<file path="config.mk">
export PLATFORM = sky130hd
export DESIGN_NAME = fpu16_accumulator
export DESIGN_NICKNAME = d
export VERILOG_FILES = /design/src/rtl/fpu16_accumulator.sv
export SDC_FILE = /design/constraint.sdc
export NUM_CORES = 1
export LEC_CHECK = 0
export CAP_MARGIN = 20
export CORE_ASPECT_RATIO = 1.1
export CORE_MARGIN = 2
export CORE_UTILIZATION = 50
export DETAILED_ROUTE_END_ITERATION = 8
export DONT_BUFFER_PORTS = 1
export PLACE_DENSITY = 0.7
export SYNTH_ARGS = -nofsm -noshare
export SYNTH_HDL_FRONTEND = slang
export SYNTH_SLANG_ARGS = --single-unit
</file>
<file path="constraint.sdc">
create_clock -name clk -period 3.6 [get_ports clk]
set_input_delay 0 -clock clk [delete_from_list [all_inputs] [get_ports clk]]
set_output_delay 0 -clock clk [all_outputs]
set_load 0.05 [all_outputs]
</file>
<file path="src/rtl/fpu16_accumulator.sv">
// FP16 group accumulator: sums a stream of FP16 terms into one FP16 result per
// group using a four-step accept/align/add/normalize sequence. Arithmetic
// truncates toward zero and flushes subnormal operands and results to zero.
module fpu16_accumulator #(
   parameter int unsigned CNT_W = 8
) (
   input  logic             clk,
   input  logic             rst_n,
   input  logic             in_valid,
   output logic             in_ready,
   input  logic [15:0]      in_data,
   input  logic             in_last,
   output logic             out_valid,
   input  logic             out_ready,
   output logic [15:0]      out_data,
   output logic [2:0]       out_flags,
   output logic [CNT_W-1:0] out_count
);

   localparam int unsigned FP_W  = 16;
   localparam int unsigned EXP_W = 5;
   localparam int unsigned MAN_W = 10;
   localparam int unsigned SIG_W = 14;
   localparam int unsigned SUM_W = 15;
   localparam int unsigned EXT_W = 7;
   localparam int unsigned LZ_W  = 4;
   localparam int          EXP_INF = 31;

   typedef enum logic [2:0] {S_IDLE, S_ALIGN, S_ADD, S_NORM, S_OUT} state_t;

   state_t               state_q;
   logic [FP_W-1:0]      acc_q;
   logic [2:0]           flags_q;
   logic [CNT_W-1:0]     count_q;
   logic [FP_W-1:0]      term_q;
   logic                 last_q;
   logic                 spec_q;
   logic [FP_W-1:0]      spec_res_q;
   logic                 sign_q;
   logic                 sub_q;
   logic [EXP_W-1:0]     e_big_q;
   logic [SIG_W-1:0]     mb_q;
   logic [SIG_W-1:0]     ms_q;
   logic [SUM_W-1:0]     sum_q;

   // Leading-zero count of a 14-bit significand (14 when all zero).
   function automatic logic [LZ_W-1:0] lzc14(input logic [SIG_W-1:0] v);
      lzc14 = LZ_W'(SIG_W);
      for (int i = 0; i < int'(SIG_W); i++) begin
         if (v[i]) lzc14 = LZ_W'(int'(SIG_W) - 1 - i);
      end
   endfunction

   // Operand fields: x is the running accumulator, y the captured term.
   logic                 x_sign, y_sign;
   logic [EXP_W-1:0]     x_exp, y_exp;
   logic [MAN_W-1:0]     x_man, y_man;
   logic                 x_zero, y_zero, x_inf, y_inf, x_nan, y_nan;

   assign x_sign = acc_q[FP_W-1];
   assign y_sign = term_q[FP_W-1];
   assign x_exp  = acc_q[FP_W-2 -: EXP_W];
   assign y_exp  = term_q[FP_W-2 -: EXP_W];
   assign x_man  = acc_q[MAN_W-1:0];
   assign y_man  = term_q[MAN_W-1:0];
   assign x_zero = (x_exp == '0);
   assign y_zero = (y_exp == '0);
   assign x_inf  = (x_exp == '1) && (x_man == '0);
   assign y_inf  = (y_exp == '1) && (y_man == '0);
   assign x_nan  = (x_exp == '1) && (x_man != '0);
   assign y_nan  = (y_exp == '1) && (y_man != '0);

   logic                 al_spec, al_nan, al_sign, al_sub, x_big;
   logic [FP_W-1:0]      al_res;
   logic [EXP_W-1:0]     al_ebig, e_small, d;
   logic [MAN_W-1:0]     man_big, man_small;
   logic [SIG_W-1:0]     al_mb, al_ms;

   // Align step: resolve specials or pick big/small and right-shift the small significand.
   always_comb begin
      al_spec   = 1'b0;
      al_nan    = 1'b0;
      al_res    = '0;
      al_sign   = 1'b0;
      al_sub    = 1'b0;
      x_big     = 1'b0;
      al_ebig   = '0;
      e_small   = '0;
      man_big   = '0;
      man_small = '0;
      d         = '0;
      al_mb     = '0;
      al_ms     = '0;
      if (x_nan || y_nan || (x_inf && y_inf && (x_sign != y_sign))) begin
         al_spec = 1'b1;
         al_nan  = 1'b1;
         al_res  = 16'h7E00;
      end else if (x_inf) begin
         al_spec = 1'b1;
         al_res  = acc_q;
      end else if (y_inf) begin
         al_spec = 1'b1;
         al_res  = term_q;
      end else if (y_zero) begin
         al_spec = 1'b1;
         al_res  = acc_q;
      end else if (x_zero) begin
         al_spec = 1'b1;
         al_res  = term_q;
      end else begin
         x_big     = (acc_q[FP_W-2:0] >= term_q[FP_W-2:0]);
         al_sign   = x_big ? x_sign : y_sign;
         al_sub    = (x_sign != y_sign);
         al_ebig   = x_big ? x_exp : y_exp;
         e_small   = x_big ? y_exp : x_exp;
         man_big   = x_big ? x_man : y_man;
         man_small = x_big ? y_man : x_man;
         d         = al_ebig - e_small;
         al_mb     = {1'b1, man_big, 3'b000};
         al_ms     = (d >= EXP_W'(SIG_W)) ? '0 : (SIG_W'({1'b1, man_small, 3'b000}) >> d);
      end
   end

   logic [LZ_W-1:0]         lz;
   logic signed [EXT_W-1:0] nm_exp;
   logic [MAN_W-1:0]        nm_frac;
   logic [FP_W-1:0]         nm_res;
   logic                    nm_ovf, nm_unf;

   // Normalize step: renormalize the sum, detect overflow/underflow and pack the result.
   always_comb begin
      lz      = lzc14(sum_q[SIG_W-1:0]);
      nm_exp  = '0;
      nm_frac = '0;
      nm_res  = '0;
      nm_ovf  = 1'b0;
      nm_unf  = 1'b0;
      if (!sub_q && sum_q[SUM_W-1]) begin
         nm_exp  = EXT_W'(e_big_q) + EXT_W'(1);
         nm_frac = sum_q[SIG_W-1 -: MAN_W];
      end else if (!sub_q) begin
         nm_exp  = EXT_W'(e_big_q);
         nm_frac = sum_q[SIG_W-2 -: MAN_W];
      end else begin
         nm_exp  = EXT_W'(e_big_q) - EXT_W'(lz);
         nm_frac = MAN_W'((sum_q[SIG_W-2:0] << lz) >> 3);
      end
      if (spec_q) begin
         nm_res = spec_res_q;
      end else if (sub_q && (sum_q == '0)) begin
         nm_res = '0;
      end else if (nm_exp >= $signed(EXT_W'(EXP_INF))) begin
         nm_res = {sign_q, 5'h1F, 10'h000};
         nm_ovf = 1'b1;
      end else if (nm_exp <= $signed(EXT_W'(0))) begin
         nm_res = {sign_q, 15'h0000};
         nm_unf = 1'b1;
      end else begin
         nm_res = {sign_q, nm_exp[EXP_W-1:0], nm_frac};
      end
   end

   // Control FSM with datapath registers and registered handshake outputs.
   always_ff @(posedge clk or negedge rst_n) begin
      if (!rst_n) begin
         state_q    <= S_IDLE;
         in_ready   <= 1'b1;
         out_valid  <= 1'b0;
         acc_q      <= '0;
         flags_q    <= '0;
         count_q    <= '0;
         term_q     <= '0;
         last_q     <= 1'b0;
         spec_q     <= 1'b0;
         spec_res_q <= '0;
         sign_q     <= 1'b0;
         sub_q      <= 1'b0;
         e_big_q    <= '0;
         mb_q       <= '0;
         ms_q       <= '0;
         sum_q      <= '0;
      end else begin
         case (state_q)
            S_IDLE: begin
               if (in_valid) begin
                  term_q   <= in_data;
                  last_q   <= in_last;
                  if (count_q != '1) count_q <= count_q + CNT_W'(1);
                  in_ready <= 1'b0;
                  state_q  <= S_ALIGN;
               end
            end
            S_ALIGN: begin
               spec_q     <= al_spec;
               spec_res_q <= al_res;
               sign_q     <= al_sign;
               sub_q      <= al_sub;
               e_big_q    <= al_ebig;
               mb_q       <= al_mb;
               ms_q       <= al_ms;
               if (al_nan) flags_q[0] <= 1'b1;
               state_q    <= S_ADD;
            end
            S_ADD: begin
               sum_q   <= sub_q ? (SUM_W'(mb_q) - SUM_W'(ms_q)) : (SUM_W'(mb_q) + SUM_W'(ms_q));
               state_q <= S_NORM;
            end
            S_NORM: begin
               acc_q      <= nm_res;
               flags_q[1] <= flags_q[1] | nm_ovf;
               flags_q[2] <= flags_q[2] | nm_unf;
               if (last_q) begin
                  out_valid <= 1'b1;
                  state_q   <= S_OUT;
               end else begin
                  in_ready  <= 1'b1;
                  state_q   <= S_IDLE;
               end
            end
            S_OUT: begin
               if (out_ready) begin
                  acc_q     <= '0;
                  flags_q   <= '0;
                  count_q   <= '0;
                  out_valid <= 1'b0;
                  in_ready  <= 1'b1;
                  state_q   <= S_IDLE;
               end
            end
            default: begin
               in_ready  <= 1'b1;
               out_valid <= 1'b0;
               state_q   <= S_IDLE;
            end
         endcase
      end
   end

   assign out_data  = acc_q;
   assign out_flags = flags_q;
   assign out_count = count_q;

endmodule

</file>
After elaboration in Yosys (flattened, before gate mapping) --
Cells that the tools add are included.
Storage, ports and cells: input port bits 21, output and inout bits 29, register bits after elaboration 116, word-level logic and storage cells 170
Operators by class: reductions and logical operators 31, muxes and demuxes 92, bitwise operators 4, equality and inequality tests 14, add/subtract/negate cells 6, shift operators 2, $lt $le $gt $ge 4
Operators with widths (count):
- $mux W14 | 11
- $mux W16 | 8
- $mux W4 | 13
- $mux W15 | 3
- $mux W10 | 4
- $mux W5 | 7
- $pmux W16 S2 | 1
- $mux W1 | 30
- $mux W8 | 3
- $logic_not A10 Y1 | 2
- $reduce_bool A10 Y1 | 2
- $pmux W8 S2 | 1
- $add A14 B14 Y15 | 1
- $ge A15 B15 Y1 | 1
- $logic_not A15 Y1 | 1
- $pmux W3 S5 | 1
- $sub A14 B14 Y15 | 1
- $mux W7 | 2
- $shr A14 B5 Y14 | 1
- $shl A13 B4 Y13 | 1
- $ne A2 B2 Y1 const B | 6
- $eq A5 B5 Y1 const B | 2
- $logic_not A5 Y1 | 2
- $mux W3 | 3
- 29 further kinds | 46

Longest topological paths before layout --
Gate-level depths: netlist of run 1.
depth after elaboration 24, mapped depth 18, mapped depth without buffers 17

Least setup slack after synthesis of run 1 --
OpenSTA, ideal clock, no wires.
path type register -> register, start register acc_q[12], in the netlist out_data[12], end register ms_q[1], setup slack -0.379 ns, data arrival time 3.858 ns, library setup time 0.121 ns, stages on the path, launching flop included 15, clock period less this slack 3.979 ns, path buffers 3, data required time 3.479 ns, path through dfrtp_1 ha_1 a2111o_1 o22ai_2 nand3_1 buf_6 mux2i_1 ha_1 clkbuf_1 clkbuf_1 mux2i_1 mux2i_1 mux2i_1 mux2_4 a22o_1
Between the ends: longest elaborated chain between the ends 10
Ends and longest elaborated chain:
- start: declaration | RTL line 32 | logic [FP_W-1:0] acc_q;
- start signal: assignment | RTL line 209 | acc_q <= nm_res;
- $ge A15 B15 Y1 | RTL line 111 | x_big = (acc_q[FP_W-2:0] >= term_q[FP_W-2:0]);
- $mux W5 (on tied branches) | RTL line 114, 115
- $sub A5 B5 Y5 | RTL line 118 | d = al_ebig - e_small;
- $shr A14 B5 Y14 or $ge A5 B4 Y1 (tied branches) | RTL line 120 | al_ms = (d >= EXP_W'(SIG_W)) ? '0 : (SIG_W'({1'b1, man_small, 3'b000}) >> d);
- $mux W14 | RTL line 120
- $mux W14 | RTL line 107 | end else if (x_zero) begin
- $mux W14 | RTL line 104 | end else if (y_zero) begin
- $mux W14 | RTL line 101 | end else if (y_inf) begin
- $mux W14 | RTL line 98 | end else if (x_inf) begin
- $mux W14 (*) | RTL line 94 | if (x_nan || y_nan || (x_inf && y_inf && (x_sign != y_sign))) begin
- end signal: assignment | RTL line 200 | ms_q <= al_ms;
- end: declaration | RTL line 43 | logic [SIG_W-1:0] ms_q;
Mark *: on every way between the ends. The rest lies on a longest branch, timed or not. A chain may end at the register's enable or synchronous reset.

Final worst setup path of run 1 --
start register term_q[11], end register ms_q[0]
Between the ends: longest elaborated chain between the ends 10
Ends and longest elaborated chain:
- start: declaration | RTL line 35 | logic [FP_W-1:0] term_q;
- start signal: assignment | RTL line 186 | term_q <= in_data;
- $ge A15 B15 Y1 | RTL line 111
- $mux W5 (on tied branches) | RTL line 114, 115
- $sub A5 B5 Y5 | RTL line 118
- $shr A14 B5 Y14 or $ge A5 B4 Y1 (tied branches) | RTL line 120
- $mux W14 | RTL line 120
- $mux W14 | RTL line 107
- $mux W14 | RTL line 104
- $mux W14 | RTL line 101
- $mux W14 | RTL line 98
- $mux W14 (*) | RTL line 94
Marked as above.

==> run summary, run 1 <==
The flow ran to the end, and the final reports show no timing, DRC or antenna violations. The first detailed-routing pass ran for 5 iterations. The area growth from synthesis to layout is 21.45%.

After detailed routing, the average wire length per cell comes to 19.50 um. Before CTS, the worst setup slack after placement is 44.42 ps. For the final database, setup skew stands at 11.23 ps. For this configuration, the core starts out at a cell density of 50.47%. The tools report the via count as 7486.

The floorplan has 48 rows. For the pin with the worst max-slew slack, the measured transition is 722.9 ps. For the number of buffers added by the clock tree synthesis step, the log shows 17. Async set-reset flop share out of synthesis: 100.0%. The count of flip-flops with a built-in enable after synthesis works out to 0.

The count of endpoints failing setup in the final report was 0. The logs give 0 for the hold violation total from the final report and 23530 um for the total detailed-routing wirelength. The number of global-route vias before repair was 7078; the final-layout fill cell count was 1304. TritonCTS built the clock tree. After synthesis the cells add up to 7851 um^2.

Counting every instance in the synthesized netlist gives 919. Remaining global-route overflow: 0. The logs give 0 for the count of final max-slew check failures and 0 for the number of diodes added for antenna fixing. The logs give 0 for the DRC violation count after routing and 420 ps for the clock latency at the later pin of the worst-skew pair.

The library cells used most frequently in the layout, excluding fill and tap cells, are sky130_fd_sc_hd__nand2_1, sky130_fd_sc_hd__dfrtp_1, sky130_fd_sc_hd__buf_4, sky130_fd_sc_hd__o21ai_0, sky130_fd_sc_hd__nor2_1. Leaving out fill and tap cells, the most frequent cell in the layout is sky130_fd_sc_hd__nand2_1. The run gives 3910 ps as the required time of the worst setup path.

Counting instances, the worst hold path has a depth of 4. The worst pin sits at a relative slew slack of 51.63%. Setup repair after global routing could not meet its margin everywhere. For this run, the top clock speed supported by timing is 0.2918 GHz.

For this run, the post-layout net count is 1052. Counting cells, the worst reg-to-reg path comes to 17. Input and output buffers added on the ports amount to 0. Sequential fraction of the synthesis area: 36.03%. The first global-routing pass estimated 37960 um of wire. After layout, the worst path uses 95.18% of the clock period. The largest net degree at the start of global routing came out at 114.

Data on the critical path arrives at its endpoint at 3730 ps. Clock tree synthesis selected as its root buffer the cell sky130_fd_sc_hd__clkbuf_16. The maximum fanout along the worst path was 11. The worst-case setup margin in the final layout was 173.5 ps.

The floorplan step set the die width to 123.5 um. The maximum number of buffers from clock root to sink is 2. When the netlist entered floorplanning its net count stood at 976. For this run, the number of Yosys warnings is 0. The tools report the max-capacitance violation count as 0. For the initial antenna violation count, the log shows 0. The sort of element at the end of the critical path is a flip-flop.

The die covers 16720 um^2. The unique cell type count in the Yosys netlist was 76. Among all flip-flop cells after synthesis, the most frequent one is sky130_fd_sc_hd__dfrtp_1. The routability congestion estimate from global placement is 0.9605.

For this design, the sink count on the clock tree is 113. The detail route stage leaves a number of antenna-violating nets equal to 0. The total area inside the core boundary comes to 15550 um^2.

The post-route netlist has 16.68% of its cells at a drive strength greater than 1. The critical path is of the flip-flop to flip-flop type. 50 I/O pins were placed. Class of the worst hold path: primary input to flip-flop.

The H-tree generated during clock tree synthesis spans 4 levels. Global routing used 29.38% of the available tracks. The average cell area after synthesis works out to 8.543 um^2.

For this block, the initial DRC count from the detailed router was 775. The CTS clock-pin slew for the worst setup and hold paths works out to 60 ps. STA classifies the critical path startpoint as a flip-flop. Counting I/O delays and the setup requirement, the final critical path takes 3427 ps. The via-per-instance ratio works out to 6.202.

Number of storage elements in the synthesis netlist: 113. The HPWL after detailed placement is 16930 um. The chip height is 135.4 um.
[state kept, by name (all words and copies together), names as in the netlist]
register / flops
last_q: 1
in_ready: 1
spec_res_q: 16
e_big_q: 5
mb_q: 11
sign_q: 1
out_count: 8
sum_q: 15
out_data: 16
spec_q: 1
ms_q: 14
state_q: 3
out_valid: 1
term_q: 16
out_flags: 3
sub_q: 1
[critical path, stage by stage, from the launching register on]
cell and delay [ps]:
sky130_fd_sc_hd__dfrtp_1 350, sky130_fd_sc_hd__inv_1 60, sky130_fd_sc_hd__ha_2 390, sky130_fd_sc_hd__nand4_1 190, sky130_fd_sc_hd__nor4_4 420, sky130_fd_sc_hd__o22ai_4 150, sky130_fd_sc_hd__nand3_2 130, sky130_fd_sc_hd__mux2i_2 320
sky130_fd_sc_hd__ha_4 170, sky130_fd_sc_hd__inv_1 50, sky130_fd_sc_hd__o221ai_4 80, sky130_fd_sc_hd__xor2_2 160, sky130_fd_sc_hd__buf_4 200, sky130_fd_sc_hd__buf_4 180, sky130_fd_sc_hd__nand2_1 50, sky130_fd_sc_hd__o21ai_1 110
sky130_fd_sc_hd__mux2i_1 110, sky130_fd_sc_hd__a22o_1 200
[final timing paths]
check | startpoint | endpoint | slack (ps)
worst max-delay path | term_q[11] | ms_q[0] | 170
worst min-delay path | in_valid | out_count[1] | 50
worst max register to register | term_q[11] | ms_q[0] | 170
worst min register to register | spec_res_q[7] | spec_res_q[7] | 490
max in group asynchronous | rst_n | out_data[4] | 2920
min in group asynchronous | rst_n | out_data[14] | 190
[synthesized netlist by cell type, types with 5 or more instances]
cell | instances | share of area [%]
sky130_fd_sc_hd__dfrtp_1 | 112 | 36
sky130_fd_sc_hd__nand2_1 | 111 | 5.3
sky130_fd_sc_hd__o21ai_0 | 91 | 5.8
sky130_fd_sc_hd__nor2_1 | 73 | 3.5
sky130_fd_sc_hd__a21oi_1 | 44 | 2.8
sky130_fd_sc_hd__clkbuf_1 | 41 | 2.0
sky130_fd_sc_hd__mux2i_1 | 40 | 5.1
sky130_fd_sc_hd__inv_1 | 38 | 1.8
sky130_fd_sc_hd__ha_1 | 35 | 5.6
sky130_fd_sc_hd__nand3_1 | 28 | 1.8
sky130_fd_sc_hd__a22oi_1 | 21 | 2.0
sky130_fd_sc_hd__xnor2_1 | 21 | 2.3
sky130_fd_sc_hd__nor3_1 | 18 | 1.1
sky130_fd_sc_hd__nor4_1 | 14 | 1.1
sky130_fd_sc_hd__nor2b_1 | 13 | 1.0
sky130_fd_sc_hd__xor2_1 | 13 | 1.5
sky130_fd_sc_hd__nand2b_1 | 11 | 0.88
sky130_fd_sc_hd__a211oi_1 | 10 | 0.96
sky130_fd_sc_hd__a221oi_1 | 10 | 1.1
sky130_fd_sc_hd__o22ai_1 | 10 | 0.80
sky130_fd_sc_hd__and3_1 | 9 | 0.72
sky130_fd_sc_hd__mux2_2 | 9 | 1.3
sky130_fd_sc_hd__nand4_1 | 9 | 0.72
sky130_fd_sc_hd__a31oi_1 | 8 | 0.64
sky130_fd_sc_hd__o21ai_1 | 8 | 0.51
sky130_fd_sc_hd__a22o_1 | 7 | 0.78
sky130_fd_sc_hd__and2_1 | 7 | 0.56
sky130_fd_sc_hd__o31ai_1 | 7 | 0.67
sky130_fd_sc_hd__a21boi_0 | 6 | 0.57
sky130_fd_sc_hd__buf_2 | 6 | 0.38
sky130_fd_sc_hd__o211ai_1 | 6 | 0.57
sky130_fd_sc_hd__o21bai_1 | 6 | 0.57
sky130_fd_sc_hd__or4_1 | 5 | 0.48
[area by class of cell]
class,count,area [um^2],area share (%)
Tap cell,200,250.2,2.624
Inverter,38,142.6,1.496
Timing Repair Buffer,110,907.1,9.513
Clock inverter,10,158.9,1.666
Clock buffer,21,460.4,4.829
Multi-Input combinational cell,715,4780,50.12
Sequential cell,113,2836,29.75
[what timing repair did]
action                                  in CTS  in global routing
hold endpoints to repair                   134                  0
resized for setup                            1                 32
hold buffers                                21                  0
pin swaps                                    0                 13
setup buffers                                0                  4
endpoints found under the setup margin       1                 26
[per-stage QoR]
step | instance area (um^2) | std cells | setup TNS, ps | utilization, % | hold slack [ps]
after global routing | 9535 | 1207 | -95.50 | 61.30 | 95.23
after floorplan | 7883 | 919 | -6.660 | - | -295.6
after global placement | 8532 | 1150 | 0 | 54.85 | -293.9
after CTS | 9389 | 1203 | 0 | 60.36 | 56.50
after detailed placement | 8539 | 1151 | 0 | 54.90 | -294.0
final | 9535 | 1207 | 0 | 61.30 | 54.20
[logic make-up after synthesis]
logic type / after synthesis / synth area share [%]
compound gates: 278 / 23.28
xor+xnor: 35 / 4.000
fa+ha+maj: 36 / 5.833
buf+inv: 91 / 4.685
flops: 113 / 36.03
mux: 52 / 7.155
simple gates: 314 / 19.01
[routing by layer]
metal	vias to the layer above	part of all wire, %	wire length (um)	track usage [%]
met4	0	2.3	552	9.407
li1	3527	-	-	-
met5	-	0	0	0
met1	3593	44	10370	41.75
met2	315	46	10850	45.42
met3	51	7.5	1758	5.303
Power of run 1 is left out: the tool's default activity adds up to more than one toggle a clock period on the data nets, which glitch-free logic cannot reach.
==> inputs of run 2 (changes only) <==
--- a/config.mk
+++ b/config.mk
@@ -6,12 +6,13 @@
 export NUM_CORES = 1
 export LEC_CHECK = 0
 export CAP_MARGIN = 20
-export CORE_ASPECT_RATIO = 1.1
+export CORE_ASPECT_RATIO = 0.7
 export CORE_MARGIN = 2
 export CORE_UTILIZATION = 50
+export CTS_CLUSTER_DIAMETER = 200
 export DETAILED_ROUTE_END_ITERATION = 8
 export DONT_BUFFER_PORTS = 1
-export PLACE_DENSITY = 0.7
+export PLACE_DENSITY_LB_ADDON = 0.12
 export SYNTH_ARGS = -nofsm -noshare
 export SYNTH_HDL_FRONTEND = slang
 export SYNTH_SLANG_ARGS = --single-unit
==> run summary, run 2 (same netlist as run 1, synthesis figures left out) <==
Die area: 16740 um^2 (about the same). The number of I/O port buffers came out at 0 (unchanged). The transition at the pin with the smallest max-transition slack is 1206 ps (+482.9 ps), and the number of global-route vias before repair is 7172 (+1.3%).

The minimum period implied by the final worst setup slack was 3547 ps (+120.7 ps); the routability congestion estimate from global placement was 0.9843 (+2.5%). The tools report the maximum clock rate as 0.2819 GHz (-3.4%). The startpoint identified for the worst hold timing path is out_ready. For the worst hold margin, the log shows 48.37 ps (-5.830 ps). The number of diodes added for antenna fixing was 0 (unchanged); the CTS clock-pin slew for the worst setup and hold paths was 60 ps (about the same). The category of the most critical setup path is flip-flop to flip-flop. The total detailed-routing wirelength came out at 25460 um (+8.2%). The tree is rooted in a sky130_fd_sc_hd__clkbuf_16. The run gives 114 (unchanged) as the largest net degree at the start of global routing.

The maximum fanout along the worst path came out at 7 (-4). The count of final max-slew check failures came out at 0 (unchanged). TritonCTS built the clock tree. The post-placement cell area was 8524 um^2 (-0.18%). The class of the worst hold path was primary input to flip-flop.

The logs give 1 (+1) for the initial antenna violation count and 50.97% (+0.49 points) for the starting density of the core. Via count: 7625 (+1.9%). The maximum number of buffers from clock root to sink is 2 (unchanged), and the max-capacitance violation count is 0 (unchanged). For the final standard cell count with taps included and fillers excluded, the log shows 1214 (+0.58%). The reg2reg setup slack was 50 ps (-120 ps); the x dimension of the die was 153.8 um (+25%). The tools report the global-route wire length before repair as 40080 um (+5.6%). The number of cells after detailed placement came out at 1149 (-0.17%). Leaving out fill and tap cells, the most frequent cell in the layout is sky130_fd_sc_hd__nand2_1.

The flow ran to the end, and the final reports show no timing, DRC or antenna violations. The number of buffers and inverters on the critical path was 2 (-2); the share of post-route cells with drive strength above 1 was 19.13% (+2.4 points). Area of the core: 15400 um^2 (-0.96%). The start point of the critical path was sum_q[11]. The chip height is 108.8 um (-20%).

The startpoint identified for the worst register-to-register timing path is sum_q[11]. The stage delay of the slowest cell on the critical path was 460 ps (+40 ps); the final design area excluding fillers was 9701 um^2 (+1.7%). The number of routed nets with antenna violations came out at 0 (unchanged). The slowest stage of the critical path is the sky130_fd_sc_hd__dfrtp_1 cell. The DRC violation count after routing came out at 0 (unchanged). Leaving out fill and tap cells, the most frequent cells in the layout are sky130_fd_sc_hd__nand2_1, sky130_fd_sc_hd__dfrtp_1, sky130_fd_sc_hd__buf_4, sky130_fd_sc_hd__o21ai_0, sky130_fd_sc_hd__nor2_1. The initial detailed-routing violation count was 869 (+12%).

STA classifies the critical path endpoint as a flip-flop. Routed length per instance: 20.97 um (+7.6%). The run gives 0 (unchanged) as the hold violation total from the final report.

The remaining global-route overflow was 0 (unchanged); the CTS H-tree depth was 4 (unchanged). The HPWL after detailed placement came out at 18730 um (+11%). Setup repair after global routing could not meet its margin everywhere.

The tools report the relative max-transition margin as 19.61% (-32 points). The tools report the post-route clock skew as 9.399 ps (-1.832 ps). For the required time of the worst setup path, the log shows 3940 ps (+30 ps). Among cell families on the critical path, the largest total delay comes from simple AND/OR/NAND/NOR gates. For the number of clock sinks, the log shows 113 (unchanged).

Traced cell by cell, the critical path runs through buf_4 > nor4_1 > nand2_1 > ha_1 > a21boi_2 > nor4_2 > a41oi_2 > and4_1 > nor3b_2 > nand2_2 > buf_6 > a211o_1 > o21ai_2. The total iterations of the first detailed-routing run came out at 8 (+3). The floorplan row count came out at 38 (-21%). The via-per-instance ratio is 6.281 (+1.3%). Relative to the synthesized area, the layout overhead comes to 23.55%.

The count of endpoints failing setup in the final report was 0 (unchanged). The worst setup path is launched from a flip-flop. Count of pins on the block boundary: 50 (unchanged). For the net count reported at finish, the log shows 1058 (+0.57%).

The run gives 3890 ps (+160 ps) as the critical path data arrival time. The all-layer global routing usage was 30.91% (+1.5 points); the number of buffers added by the clock tree synthesis step was 17 (unchanged). The final critical-path share of the clock period is 98.53% (+3.4 points). The final setup TNS was 0 ps (unchanged); the clock latency at the later pin of the worst-skew pair was 420 ps (about the same).
## run 2: cell types whose count changed in the layout (fill, tap and decap cells not counted), sizes merged
cell      before  now
clkinvlp       2    1
bufinv         4    3
inv           38   39
clkinv         4    6
buf           90   96
## run 2: metal layers
layer | GRT usage, % | wire, um | vias up
met2 | 43.40 | 10400 | 372
met1 | 46.22 | 11910 | 3679
met3 | 9.618 | 2759 | 40
met4 | 7.339 | 400 | 0
met5 | 0 | 0 | -
li1 | - | - | 3534
## run 2: timing repair
item	CTS	global route
hold buffers	21	0
setup endpoints to repair	7	26
hold endpoints to repair	134	0
pin swaps	5	26
buffers inserted	1	12
gates resized for setup	9	50
## run 2: through the flow
stage / setup WS (ps) / util [%]
CTS: 12.09 / 60.89
global placement: -20.17 / 55.34
finish: 52.81 / 62.97
global route: -125.9 / 62.97
detailed placement: -79.31 / 55.34
floorplan: -6.660 / -
## run 2: final cells by class
class / instances / area [um^2]
multi-input combinational: 715 / 4915
sequential: 113 / 2836
clock buffer: 21 / 450.4
tap: 200 / 250.2
fill: 1283 / 5704
clock inverter: 11 / 136.4
timing repair buffer: 116 / 969.7
inverter: 38 / 142.6
## run 2: path summary, 6_finish.rpt
check	to	depth (start not counted)
worst min register to register	spec_res_q[1]	2
worst min-delay path	out_count[2]	2
min in group asynchronous	out_data[13]	2
max in group asynchronous	out_data[6]	2
worst max register to register	out_data[8]	13
worst max-delay path	out_data[8]	13
Power of run 2 is left out for the same reason.
==> inputs of run 3 (changes only) <==
==> constraint.sdc (replaced) <==
create_clock -name clk -period 3.88 [get_ports clk]
set_input_delay 0 -clock clk [delete_from_list [all_inputs] [get_ports clk]]
set_output_delay 0 -clock clk [all_outputs]
set_load 0.05 [all_outputs]
==> run summary, run 3 (same netlist as run 1, synthesis figures left out) <==
The most critical setup path has its startpoint at ms_q[2]. The stage delay of the slowest cell on the critical path is 460 ps (about the same), and the x dimension of the die is 153.8 um (unchanged). The share of post-route cells with drive strength above 1 is 13.07% (-6.1 points). The reg-to-reg critical path endpoint is sum_q[14]. The via-per-instance ratio works out to 6.221 (-0.96%). Number of diodes added for antenna fixing: 0 (unchanged).

For the HPWL after detailed placement, the log shows 18260 um (-2.5%). The worst register-to-register path begins at ms_q[2]. From synthesis to final layout, the design area changed by 17.77%. The startpoint identified for the worst hold timing path is out_ready.

The logs give 210 ps (+160 ps) for the reg2reg setup slack and 1119 (-2.6%) for the number of cells after detailed placement. The run gives 0 (unchanged) as the number of routed nets with antenna violations. Final-layout fill cell count: 1350 (+5.2%).

The critical path is of the flip-flop to flip-flop type. The flow ran to the end, and the final reports show no timing, DRC or antenna violations. The routed length per instance came out at 20.91 um (-0.30%).

The final critical-path share of the clock period came out at 94.53% (-4.0 points). The slowest stage of the critical path belongs to the cell sky130_fd_sc_hd__dfrtp_1. The tools report the count of endpoints failing setup in the final report as 0 (unchanged). The tools report the maximum number of buffers from clock root to sink as 2 (unchanged). Root buffer cell: sky130_fd_sc_hd__clkbuf_16. The relative max-transition margin is 27.12% (+7.5 points). The number of buffers added by the clock tree synthesis step came out at 17 (unchanged). The tools report the maximum clock rate as 0.2727 GHz (-3.3%).

For the count of final max-slew check failures, the log shows 0 (unchanged). The number of global-route vias before repair was 6788 (-5.4%); the total iterations of the first detailed-routing run was 5 (-3). For the largest net degree at the start of global routing, the log shows 114 (unchanged). The initial antenna violation count is 0 (-1), and the floorplan row count is 38 (unchanged). The post-route clock skew is 11.75 ps (+2.348 ps), and the global-route wire length before repair is 38800 um (-3.2%).

The starting density of the core came out at 50.97% (unchanged). Area of the core: 15400 um^2 (unchanged). The chip height works out to 108.8 um (unchanged).

TritonCTS built the clock tree. Setup repair after global routing could not meet its margin everywhere. The tools report the sort of element at the end of the critical path as a flip-flop. The required time of the worst setup path is 4130 ps (+190 ps), and the DRC violation count after routing is 0 (unchanged).

The count of pins on the block boundary was 50 (unchanged). The transition at the pin with the smallest max-transition slack was 1083 ps (-122.6 ps); the die area was 16740 um^2 (unchanged). The initial detailed-routing violation count came out at 760 (-13%).

The most frequent standard cell in the layout excluding fill and tap cells is sky130_fd_sc_hd__nand2_1. The depth of the most critical reg-to-reg path came out at 12 (-1). Class of the worst hold path: primary input to flip-flop. The logs give 24650 um (-3.2%) for the total detailed-routing wirelength and 4 (unchanged) for the CTS H-tree depth. The minimum period implied by the final worst setup slack came out at 3668 ps (+120.5 ps). Number of clock sinks: 113 (unchanged). Via count: 7334 (-3.8%). Walking the worst path, the cells encountered are or3_1 > nor3b_1 > nor2_1 > xnor2_1 > ha_1 > or3_1 > o211ai_1 > o21ai_1 > or4_1 > a31oi_1 > xnor2_1 > o21ai_0.

The logs give 1179 (-2.9%) for the final standard cell count with taps included and fillers excluded and 3910 ps (+20 ps) for the critical path data arrival time. The hold violation total from the final report is 0 (unchanged). The max-capacitance violation count is 0 (unchanged).

The library cells used most frequently in the layout, excluding fill and tap cells, are sky130_fd_sc_hd__nand2_1, sky130_fd_sc_hd__dfrtp_1, sky130_fd_sc_hd__o21ai_0, sky130_fd_sc_hd__nor2_1, sky130_fd_sc_hd__buf_4. The CTS clock-pin slew for the worst setup and hold paths came out at 60 ps (about the same). The most critical setup path has its endpoint at sum_q[14]. The maximum fanout along the worst path was 9 (+2).

The all-layer global routing usage is 30.17% (-0.74 points). STA classifies the critical path startpoint as a flip-flop. The logs give 420 ps (about the same) for the clock latency at the later pin of the worst-skew pair and 1023 (-3.3%) for the net count reported at finish. The number of I/O port buffers was 0 (unchanged). The tools report the remaining global-route overflow as 0 (unchanged). The number of instances on the worst hold path was 2 (unchanged); the routability congestion estimate from global placement was 0.9894 (+0.52%).
run 3: critical path: cells and delay by family, from the launching register on:
family | cells | cell delay (ps)
compound gates | 4 | 610
flops | 1 | 460
simple gates | 5 | 1740
xor+xnor | 2 | 380
fa+ha+maj | 1 | 320
run 3: what timing repair did:
item                                   CTS  global route
endpoints found under the hold margin  134             0
buffers inserted                         0             6
resized for setup                        0            16
setup endpoints to repair                0            14
hold buffers                            21             0
run 3: per-stage QoR:
| step | hold WS (ps) | area [um^2] | setup slack [ps] | util, % | TNS [ps] |
|---|---|---|---|---|---|
| detailed placement | -293.0 | 8275 | 65.60 | 53.72 | 0 |
| floorplan | -295.6 | 7853 | 27.86 | - | 0 |
| global placement | -293.4 | 8275 | 240.0 | 53.72 | 0 |
| CTS | 24.79 | 9146 | 34.07 | 59.37 | 0 |
| global route | 47.15 | 9246 | -4.875 | 60.02 | -5.431 |
| finish | 41.53 | 9246 | 212.3 | 60.02 | 0 |
run 3: final cells by class:
cell class,count,area (um^2),share of cell area (%)
tap,200,250.2,2.706
multi-input combinational,715,4698,50.81
clock buffer,18,429.2,4.641
clock inverter,14,214.0,2.314
sequential,113,2834,30.65
timing repair buffer,81,678.2,7.334
inverter,38,142.6,1.543
run 3: per-layer routing:
layer,up-vias,routed length [um],global-route usage [%]
met2,323,9999,41.62
met5,-,0,0
met3,22,2047,7.313
met4,0,246,5.832
li1,3460,-,-
met1,3529,12360,47.55
run 3: how the worst min path moves through the flow:
stage,endpoint,slack [ps]
after global routing,out_count[2],50
after CTS,out_count[7],20
after global placement,out_data[13],-290
after detailed placement,out_data[13],-290
final,out_count[7],40
after floorplan,e_big_q[0],-300
Power of run 3 is left out for the same reason.
